--- src/rtl/change_dispenser_if.sv ---
// Purchase request, coin hopper handshake and status bundle for change_dispenser.
// The slave modport is the dispenser; the master modport is the purchase FSM / hopper side.
interface change_dispenser_if #(
  parameter int MONEY_W  = 8,
  parameter int PRICE_W  = 4,
  parameter int AMOUNT_W = 2
) ();
  logic                start;
  logic                flat_mode;
  logic [AMOUNT_W-1:0] amount;
  logic [PRICE_W-1:0]  unit_price;
  logic [PRICE_W-1:0]  ticket_price;
  logic [MONEY_W-1:0]  real_pay;
  logic                busy;
  logic                coin_valid;
  logic [1:0]          coin_sel;
  logic                coin_ready;
  logic [MONEY_W-1:0]  change;
  logic [MONEY_W-1:0]  remaining;
  logic                underpay;
  logic                done;
  logic [31:0]         dispdata;

  modport master (
    output start, flat_mode, amount, unit_price, ticket_price, real_pay, coin_ready,
    input  busy, coin_valid, coin_sel, change, remaining, underpay, done, dispdata
  );

  modport slave (
    input  start, flat_mode, amount, unit_price, ticket_price, real_pay, coin_ready,
    output busy, coin_valid, coin_sel, change, remaining, underpay, done, dispdata
  );
endinterface

--- src/rtl/change_dispenser.sv ---
// Computes change owed and pays it out greedily one coin per valid/ready handshake.
// start->first coin 2 cycles; coin_sel/remaining hold while coin_ready is low.
module change_dispenser #(
  parameter int MONEY_W   = 8,
  parameter int PRICE_W   = 4,
  parameter int AMOUNT_W  = 2,
  parameter int DENOM_HI  = 10,
  parameter int DENOM_MID = 5,
  parameter int DENOM_LO  = 1
) (
  input  logic               clk,
  input  logic               rst,
  change_dispenser_if.slave  bus
);

  typedef enum logic [1:0] {IDLE, CALC, DISPENSE, DONE} state_t;

  localparam logic [MONEY_W-1:0] HI  = MONEY_W'(DENOM_HI);
  localparam logic [MONEY_W-1:0] MID = MONEY_W'(DENOM_MID);
  localparam logic [MONEY_W-1:0] LO  = MONEY_W'(DENOM_LO);

  state_t              state_q, state_d;
  logic                flat_q, flat_d;
  logic [AMOUNT_W-1:0] amount_q, amount_d;
  logic [PRICE_W-1:0]  unit_q, unit_d;
  logic [PRICE_W-1:0]  ticket_q, ticket_d;
  logic [MONEY_W-1:0]  pay_q, pay_d;
  logic [MONEY_W-1:0]  change_q, change_d;
  logic [MONEY_W-1:0]  rem_q, rem_d;
  logic                underpay_q, underpay_d;

  logic [MONEY_W-1:0]  total;
  logic [MONEY_W-1:0]  denom;
  logic [1:0]          sel;
  logic                coin_vld;

  always_comb begin
    // Widen before multiplying so the product is never truncated to PRICE_W bits.
    total = flat_q ? MONEY_W'(ticket_q) : MONEY_W'(unit_q) * MONEY_W'(amount_q);

    if (rem_q >= HI) begin
      sel   = 2'd0;
      denom = HI;
    end else if (rem_q >= MID) begin
      sel   = 2'd1;
      denom = MID;
    end else begin
      sel   = 2'd2;
      denom = LO;
    end

    coin_vld = (state_q == DISPENSE) && (rem_q != '0);
  end

  always_comb begin
    state_d    = state_q;
    flat_d     = flat_q;
    amount_d   = amount_q;
    unit_d     = unit_q;
    ticket_d   = ticket_q;
    pay_d      = pay_q;
    change_d   = change_q;
    rem_d      = rem_q;
    underpay_d = underpay_q;

    case (state_q)
      IDLE: begin
        if (bus.start) begin
          flat_d   = bus.flat_mode;
          amount_d = bus.amount;
          unit_d   = bus.unit_price;
          ticket_d = bus.ticket_price;
          pay_d    = bus.real_pay;
          state_d  = CALC;
        end
      end
      CALC: begin
        if (pay_q >= total) begin
          change_d   = pay_q - total;
          underpay_d = 1'b0;
        end else begin
          change_d   = pay_q;
          underpay_d = 1'b1;
        end
        rem_d   = change_d;
        state_d = DISPENSE;
      end
      DISPENSE: begin
        if (coin_vld && bus.coin_ready) begin
          rem_d = rem_q - denom;
        end
        // Leaving on the accepting edge keeps done one cycle after the last coin.
        if (rem_d == '0) begin
          state_d = DONE;
        end
      end
      DONE: begin
        state_d = IDLE;
      end
      default: begin
        state_d = IDLE;
      end
    endcase
  end

  always_ff @(posedge clk) begin
    if (rst) begin
      state_q    <= IDLE;
      flat_q     <= 1'b0;
      amount_q   <= '0;
      unit_q     <= '0;
      ticket_q   <= '0;
      pay_q      <= '0;
      change_q   <= '0;
      rem_q      <= '0;
      underpay_q <= 1'b0;
    end else begin
      state_q    <= state_d;
      flat_q     <= flat_d;
      amount_q   <= amount_d;
      unit_q     <= unit_d;
      ticket_q   <= ticket_d;
      pay_q      <= pay_d;
      change_q   <= change_d;
      rem_q      <= rem_d;
      underpay_q <= underpay_d;
    end
  end

  assign bus.busy       = (state_q != IDLE);
  assign bus.coin_valid = coin_vld;
  assign bus.coin_sel   = coin_vld ? sel : 2'd0;
  assign bus.change     = change_q;
  assign bus.remaining  = rem_q;
  assign bus.underpay   = underpay_q;
  assign bus.done       = (state_q == DONE);
  assign bus.dispdata   = 32'(rem_q);

endmodule

--- src/flat_wrapper.sv ---
// flat-port wrapper written by rule: the top's interface ports become plain ports
module change_dispenser_flat 
#(
  parameter int MONEY_W   = 8,
  parameter int PRICE_W   = 4,
  parameter int AMOUNT_W  = 2,
  parameter int DENOM_HI  = 10,
  parameter int DENOM_MID = 5,
  parameter int DENOM_LO  = 1
)
  (clk, rst, bus_start, bus_flat_mode, bus_amount, bus_unit_price, bus_ticket_price, bus_real_pay, bus_coin_ready, bus_busy, bus_coin_valid, bus_coin_sel, bus_change, bus_remaining, bus_underpay, bus_done, bus_dispdata);
  change_dispenser_if #(.MONEY_W(MONEY_W), .PRICE_W(PRICE_W), .AMOUNT_W(AMOUNT_W)) bus_i ();
  input  logic clk;
  input  logic rst;
  input wire logic [$bits(bus_i.start)-1:0] bus_start;
  input wire logic [$bits(bus_i.flat_mode)-1:0] bus_flat_mode;
  input wire logic [$bits(bus_i.amount)-1:0] bus_amount;
  input wire logic [$bits(bus_i.unit_price)-1:0] bus_unit_price;
  input wire logic [$bits(bus_i.ticket_price)-1:0] bus_ticket_price;
  input wire logic [$bits(bus_i.real_pay)-1:0] bus_real_pay;
  input wire logic [$bits(bus_i.coin_ready)-1:0] bus_coin_ready;
  output wire logic [$bits(bus_i.busy)-1:0] bus_busy;
  output wire logic [$bits(bus_i.coin_valid)-1:0] bus_coin_valid;
  output wire logic [$bits(bus_i.coin_sel)-1:0] bus_coin_sel;
  output wire logic [$bits(bus_i.change)-1:0] bus_change;
  output wire logic [$bits(bus_i.remaining)-1:0] bus_remaining;
  output wire logic [$bits(bus_i.underpay)-1:0] bus_underpay;
  output wire logic [$bits(bus_i.done)-1:0] bus_done;
  output wire logic [$bits(bus_i.dispdata)-1:0] bus_dispdata;
  assign bus_i.start = bus_start;
  assign bus_i.flat_mode = bus_flat_mode;
  assign bus_i.amount = bus_amount;
  assign bus_i.unit_price = bus_unit_price;
  assign bus_i.ticket_price = bus_ticket_price;
  assign bus_i.real_pay = bus_real_pay;
  assign bus_i.coin_ready = bus_coin_ready;
  assign bus_busy = bus_i.busy;
  assign bus_coin_valid = bus_i.coin_valid;
  assign bus_coin_sel = bus_i.coin_sel;
  assign bus_change = bus_i.change;
  assign bus_remaining = bus_i.remaining;
  assign bus_underpay = bus_i.underpay;
  assign bus_done = bus_i.done;
  assign bus_dispdata = bus_i.dispdata;
  change_dispenser #(.MONEY_W(MONEY_W), .PRICE_W(PRICE_W), .AMOUNT_W(AMOUNT_W), .DENOM_HI(DENOM_HI), .DENOM_MID(DENOM_MID), .DENOM_LO(DENOM_LO)) u_core (.clk(clk), .rst(rst), .bus(bus_i));
endmodule
--- config.mk ---
export PLATFORM = sky130hd
export DESIGN_NAME = change_dispenser_flat
export DESIGN_NICKNAME = d
export VERILOG_FILES = /design/src/rtl/change_dispenser_if.sv /design/src/rtl/change_dispenser.sv /design/src/flat_wrapper.sv
export SDC_FILE = /design/constraint.sdc
export NUM_CORES = 1
export LEC_CHECK = 0
export BUFFER_PORTS_ARGS = -buffer_cell sky130_fd_sc_hd__buf_2
export CORE_MARGIN = 5
export CORE_UTILIZATION = 25
export DETAILED_ROUTE_END_ITERATION = 16
export PLACE_DENSITY = 0.53
export SLEW_MARGIN = 25
export SYNTH_ARGS = -nofsm -noshare
export SYNTH_HDL_FRONTEND = slang
export SYNTH_SLANG_ARGS = --single-unit
--- constraint.sdc ---
create_clock -name clk -period 3.9 [get_ports clk]
set_input_delay 0.39 -clock clk [delete_from_list [all_inputs] [get_ports clk]]
set_output_delay 0.39 -clock clk [all_outputs]
set_load 0.01 [all_outputs]
Word level (Yosys, flattened, before mapping) --
Index checks and enable logic that the tools add are counted. Widths: inputs -> output; s select.
Storage, ports and cells: register bits after elaboration 38, bits of input ports 23, output and inout port bits 54, logic and storage cells 43
Cells by class: $add $sub $neg 2, multiply operators 1, order comparisons 3, eq/ne operators 5, mux-type cells 14, reduce and logical (&&, ||, !) cells 9
Operators by type and width (count):
- $mux 8 | 4
- $pmux 8 s2 | 1
- $sub 8x8->8 | 2
- $mux 2 | 5
- $ge 8x3->1 const B | 1
- $ge 8x4->1 const B | 1
- $ge 8x8->1 | 1
- $logic_not 8->1 | 1
- $pmux 2 s4 | 1
- $reduce_bool 8->1 | 1
- $mul 4x2->6 | 1
- $mux 6 | 1
- $eq 2x2->1 const B | 2
- $ne 2x2->1 const B | 2
- $reduce_and 2->1 | 2
- $reduce_bool 2->1 | 2
- $mux 3 | 1
- $eq 2x1->1 const B | 1
- $logic_and 1x1->1 | 2
- $logic_not 2->1 | 1
- $mux 1 | 1

Longest topological paths before layout --
word-level depth 9, depth in mapped cells 15, mapped depth without buffers 14

Worst setup path before layout --
Ideal clock, no wire load.
kind register to register, from register u_core.rem_q[4], in the netlist u_core.bus.remaining[4], to register u_core.rem_q[4], in the netlist u_core.bus.remaining[4], library setup time 0.087 ns, arrival time 3.233 ns, data required time 3.813 ns, slack 0.579 ns, cell stages (with the launch flop) 12, buffers on the path 0, clock period less this slack 3.321 ns, path through dfxtp_1 -> or4_4 -> nor2_1 -> ha_1 -> inv_1 -> fa_1 -> and2_1 -> o21ai_0 -> or3b_2 -> or4_1 -> o31a_1 -> o31ai_1
Between the ends: cells in the longest elaborated chain, start to end 7, elaborated cells on any way between the ends 11, those cells by class add/sub: 1; order compare: 2; mux: 5; reduce/logical: 3
RTL lines:
- start, declared | line change_dispenser.sv:29 | logic [MONEY_W-1:0] rem_q, rem_d;
- start signal, assigned | line change_dispenser.sv:125 | rem_q <= rem_d;
- $ge 8x3->1 | line change_dispenser.sv:44 | end else if (rem_q >= MID) begin
- $mux 3 | line change_dispenser.sv:44
- $mux 8 | line change_dispenser.sv:41 | if (rem_q >= HI) begin
- $sub 8x8->8 | line change_dispenser.sv:90 | rem_d = rem_q - denom;
- $mux 8 * | line change_dispenser.sv:89 | if (coin_vld && bus.coin_ready) begin
- $mux 8 * | line change_dispenser.sv:66 | case (state_q)
- $pmux 8 s2 * | line change_dispenser.sv:66
Every way passes the cells marked *; elsewhere a longest branch is shown, timed or not. The select of a mux whose other input is x is not followed. A chain may end at the register's enable or synchronous reset.

Worst setup path in the final report --
Ends and elaborated chain as after synthesis.

==> impl_metrics.csv <==
group,metric,value,unit
cts,cts-root-buf,"clkbuf_8",
drt,wirelength,6870,um
global_routing,grt_pass1_vias,2323,
cts,post_cts_buffers,0,
drt,drtPass1Iterations,4,
yosys,seq_area_frac_synth,27.4,%
setup_path,critPathLaunchType,"flop",
setup_path,crit_slowest_cell,"or4_4",
placement,hpwl,5370,um
cells_and_area,final_cells,532,
timing,postLayoutSetupSlackWorst,0.288,ns
hold_path,min_to,"u_core.unit_q[1]",
cells_and_area,syn2layout_area_growth,12.2,%
timing,setup_viol,0,
cts,clockBufferDepth,2,
timing,slew_headroom,41.0,%
timing,skew,0.00732,ns
drt,drtIter0Drc,131,
cts,cts_tree,"done",
setup_path,worst_path_largest_cell_delay,0.61,ns
placement,gp_congestion,0.912,
setup_path,crit_path_max_fanout,7,
floorplan,core,0.0109,sq mm
global_routing,antenna_found_initial,0,
timing,hold_ws,0.330,ns
timing,finalCriticalPeriod,3.61,ns
floorplan,die_width,115,um
timing,rsz0062_at_grt,"false",
yosys,synth_edf_count,0,
setup_path,arrival,3.82,ns
cts,cts_inserted_buffers,5,
global_routing,grt_start_max_net_pins,38,
drt,post_drt_wl_per_cell,12.9,um
global_routing,overflow,0,
setup_path,cp-end-kind,"flop",
placement,placed_cells,524,
placement,place_ws,0.320,ns
yosys,syn_area_per_cell,7.85,sq um
cts,h-tree-depth,2,
cells_and_area,final_nets,435,
timing,tightest_slew,0.885,ns
floorplan,die_area,0.0133,sq mm
job,max_cap_viol_count,0,
setup_path,path_cells,"or4_4 > nor2_1 > ha_1 > inv_1 > fa_1 > and2_1 > o21ai_0 > or3b_2 > or4_1 > o31a_1 > o31ai_1",
drt,drc,0,
drt,vias_per_cell,4.64,
setup_path,reg2reg_depth,11,
setup_path,reg2reg_from,"u_core.bus.remaining[4]",
drt,num_vias,2467,
yosys,syn_inst,354,
cts,ctsHoldBuffers,0,
hold_path,whs_path_depth,3,
cts,cts_sinks,38,
power,power.leakage,1.36,nW
setup_path,rrSetupSlack,0.29,ns
cells_and_area,insertedDiodeCount,0,
cells_and_area,final_common_cell,"nand2_1",
drt,ant_nets,0,
setup_path,criticalPathCategory,"reg2reg",
cts,clkLatencyLatePin,0.29,ns
timing,slew_viol_final,0,
floorplan,ios,77,
yosys,synth_warnings,0,
timing,setup-tns-final,0,ns
floorplan,placementRows,38,
cells_and_area,layout_common_cells,"nand2_1, buf_2, dfxtp_1",
power,irDropWorstVdd,0.299,mV
yosys,ys_dominant_reg_cell,"dfxtp_1",
setup_path,reg2reg_to,"u_core.bus.remaining[4]",
cts,cts_resized,0,
global_routing,grt_pass1_wl,11100,um
hold_path,min-delay-start,"bus_unit_price[1]",
timing,timing.final.crit_share,92.6,%
timing,hold_viol_final,0,
yosys,syn_area,0.00278,sq mm
hold_path,hold_path.class,"in2reg",
power,power_density,787,mW/mm^2
run_status,status,"completed",
floorplan,die_h,115,um
yosys,yosys_register_bits,38,
cts,cts.clk_slew.worst_paths,0.08,ns
yosys,async_reset_ff_share,0,%
global_routing,grt_usage,10.2,%
yosys,netlist-cell-type-count,55,
setup_path,cp_data_required_time,4.11,ns
placement,io_buffers,52,
timing,max_freq,277,MHz
cells_and_area,drive_above_1_share,18.4,%
floorplan,start_util,25.5,%
==> per-layer routing <==
| metal | track usage [%] | vias up | wire [um] | share of wire (%) |
|---|---|---|---|---|
| met4 | 2.74 | 0 | 71 | 1.0 |
| li1 | - | 1242 | - | - |
| met3 | 1.98 | 7 | 524 | 7.6 |
| met1 | 13.5 | 1125 | 3210 | 47 |
| met5 | 0 | - | 0 | 0 |
| met2 | 16.8 | 93 | 3060 | 45 |
==> synthesized netlist by cell type (3+ instances only) <==
cell / number / area share [%]
fa_1: 3 / 2.2
o21ai_0: 13 / 2.3
clkbuf_1: 11 / 1.5
a211oi_1: 5 / 1.4
a21oi_1: 32 / 5.8
buf_4: 33 / 8.9
mux2i_1: 11 / 4.0
o211ai_1: 5 / 1.4
xor2_1: 4 / 1.3
nand2_1: 53 / 7.2
o21a_1: 3 / 0.81
nor2b_1: 7 / 1.6
nand2b_1: 5 / 1.1
ha_1: 18 / 8.1
inv_1: 17 / 2.3
nor2_1: 28 / 3.8
a21o_1: 3 / 0.81
and2_1: 6 / 1.4
o31a_1: 4 / 1.3
and3_1: 3 / 0.68
dfxtp_1: 38 / 27
nor3_1: 8 / 1.4
or4_1: 4 / 1.1
==> area by class of cell <==
type	instances	area (sq um)
Clock inverter	1	30.0
Inverter	18	67.6
Timing Repair Buffer	54	275
Multi-Input combinational cell	274	1740
Clock buffer	7	76.3
Tap cell	140	175
Fill cell	1226	7770
Sequential cell	38	761
==> critical path: cells and delay by family (launching register included) <==
kind	cells	cell delay, ns
compound gates	3	0.39
fa+ha+maj	2	0.64
simple gates	5	2.06
buf+inv	1	0.06
flops	1	0.37
==> power by group <==
group          leakage (nW)  switching, mW  internal, mW
logic                 0.999          0.904         0.614
registers             0.311          0.112         0.492
clock network        0.0524          0.143         0.192
==> through the flow <==
step	power [mW]	util, %	area [sq um]
global placement	2.12	27.7	3010
global route	2.69	28.7	3120
CTS	2.48	28.7	3120
detailed placement	2.13	27.7	3010
finish	2.46	28.7	3120
floorplan	1.78	-	2870
==> sequential cells by signal (all words and copies together) (netlist names) <==
name,cells
u_core.bus.change,8
u_core.bus.remaining,8
u_core.pay_q,8
u_core.ticket_q,4
u_core.unit_q,4
u_core.amount_q,2
u_core.state_q,2
u_core.bus.underpay,1
u_core.flat_q,1
==> how the worst max path moves through the flow <==
stage                                        from                      end  cells after the start
final                     u_core.bus.remaining[4]  u_core.bus.remaining[4]                     11
after global routing      u_core.bus.remaining[4]  u_core.bus.remaining[4]                     11
after CTS                 u_core.bus.remaining[4]  u_core.bus.remaining[4]                     11
after detailed placement  u_core.bus.remaining[4]  u_core.bus.remaining[4]                     11
after global placement    u_core.bus.remaining[6]  u_core.bus.remaining[4]                     11
after floorplan           u_core.bus.remaining[4]  u_core.bus.remaining[4]                     11
==> cell families after synthesis <==
family | count (synthesis) | share of synthesized area [%]
xor gates and xnor gates | 4 | 1.26
other | 1 | 0.135
adders and majority gates | 21 | 10.3
DFF | 38 | 27.4
AOI/OAI and AO/OA | 84 | 20.9
and+or+nand+nor | 128 | 22.0
buffers and inverters | 65 | 13.3
muxes | 13 | 4.77
Power figures use the tool's default switching activity.
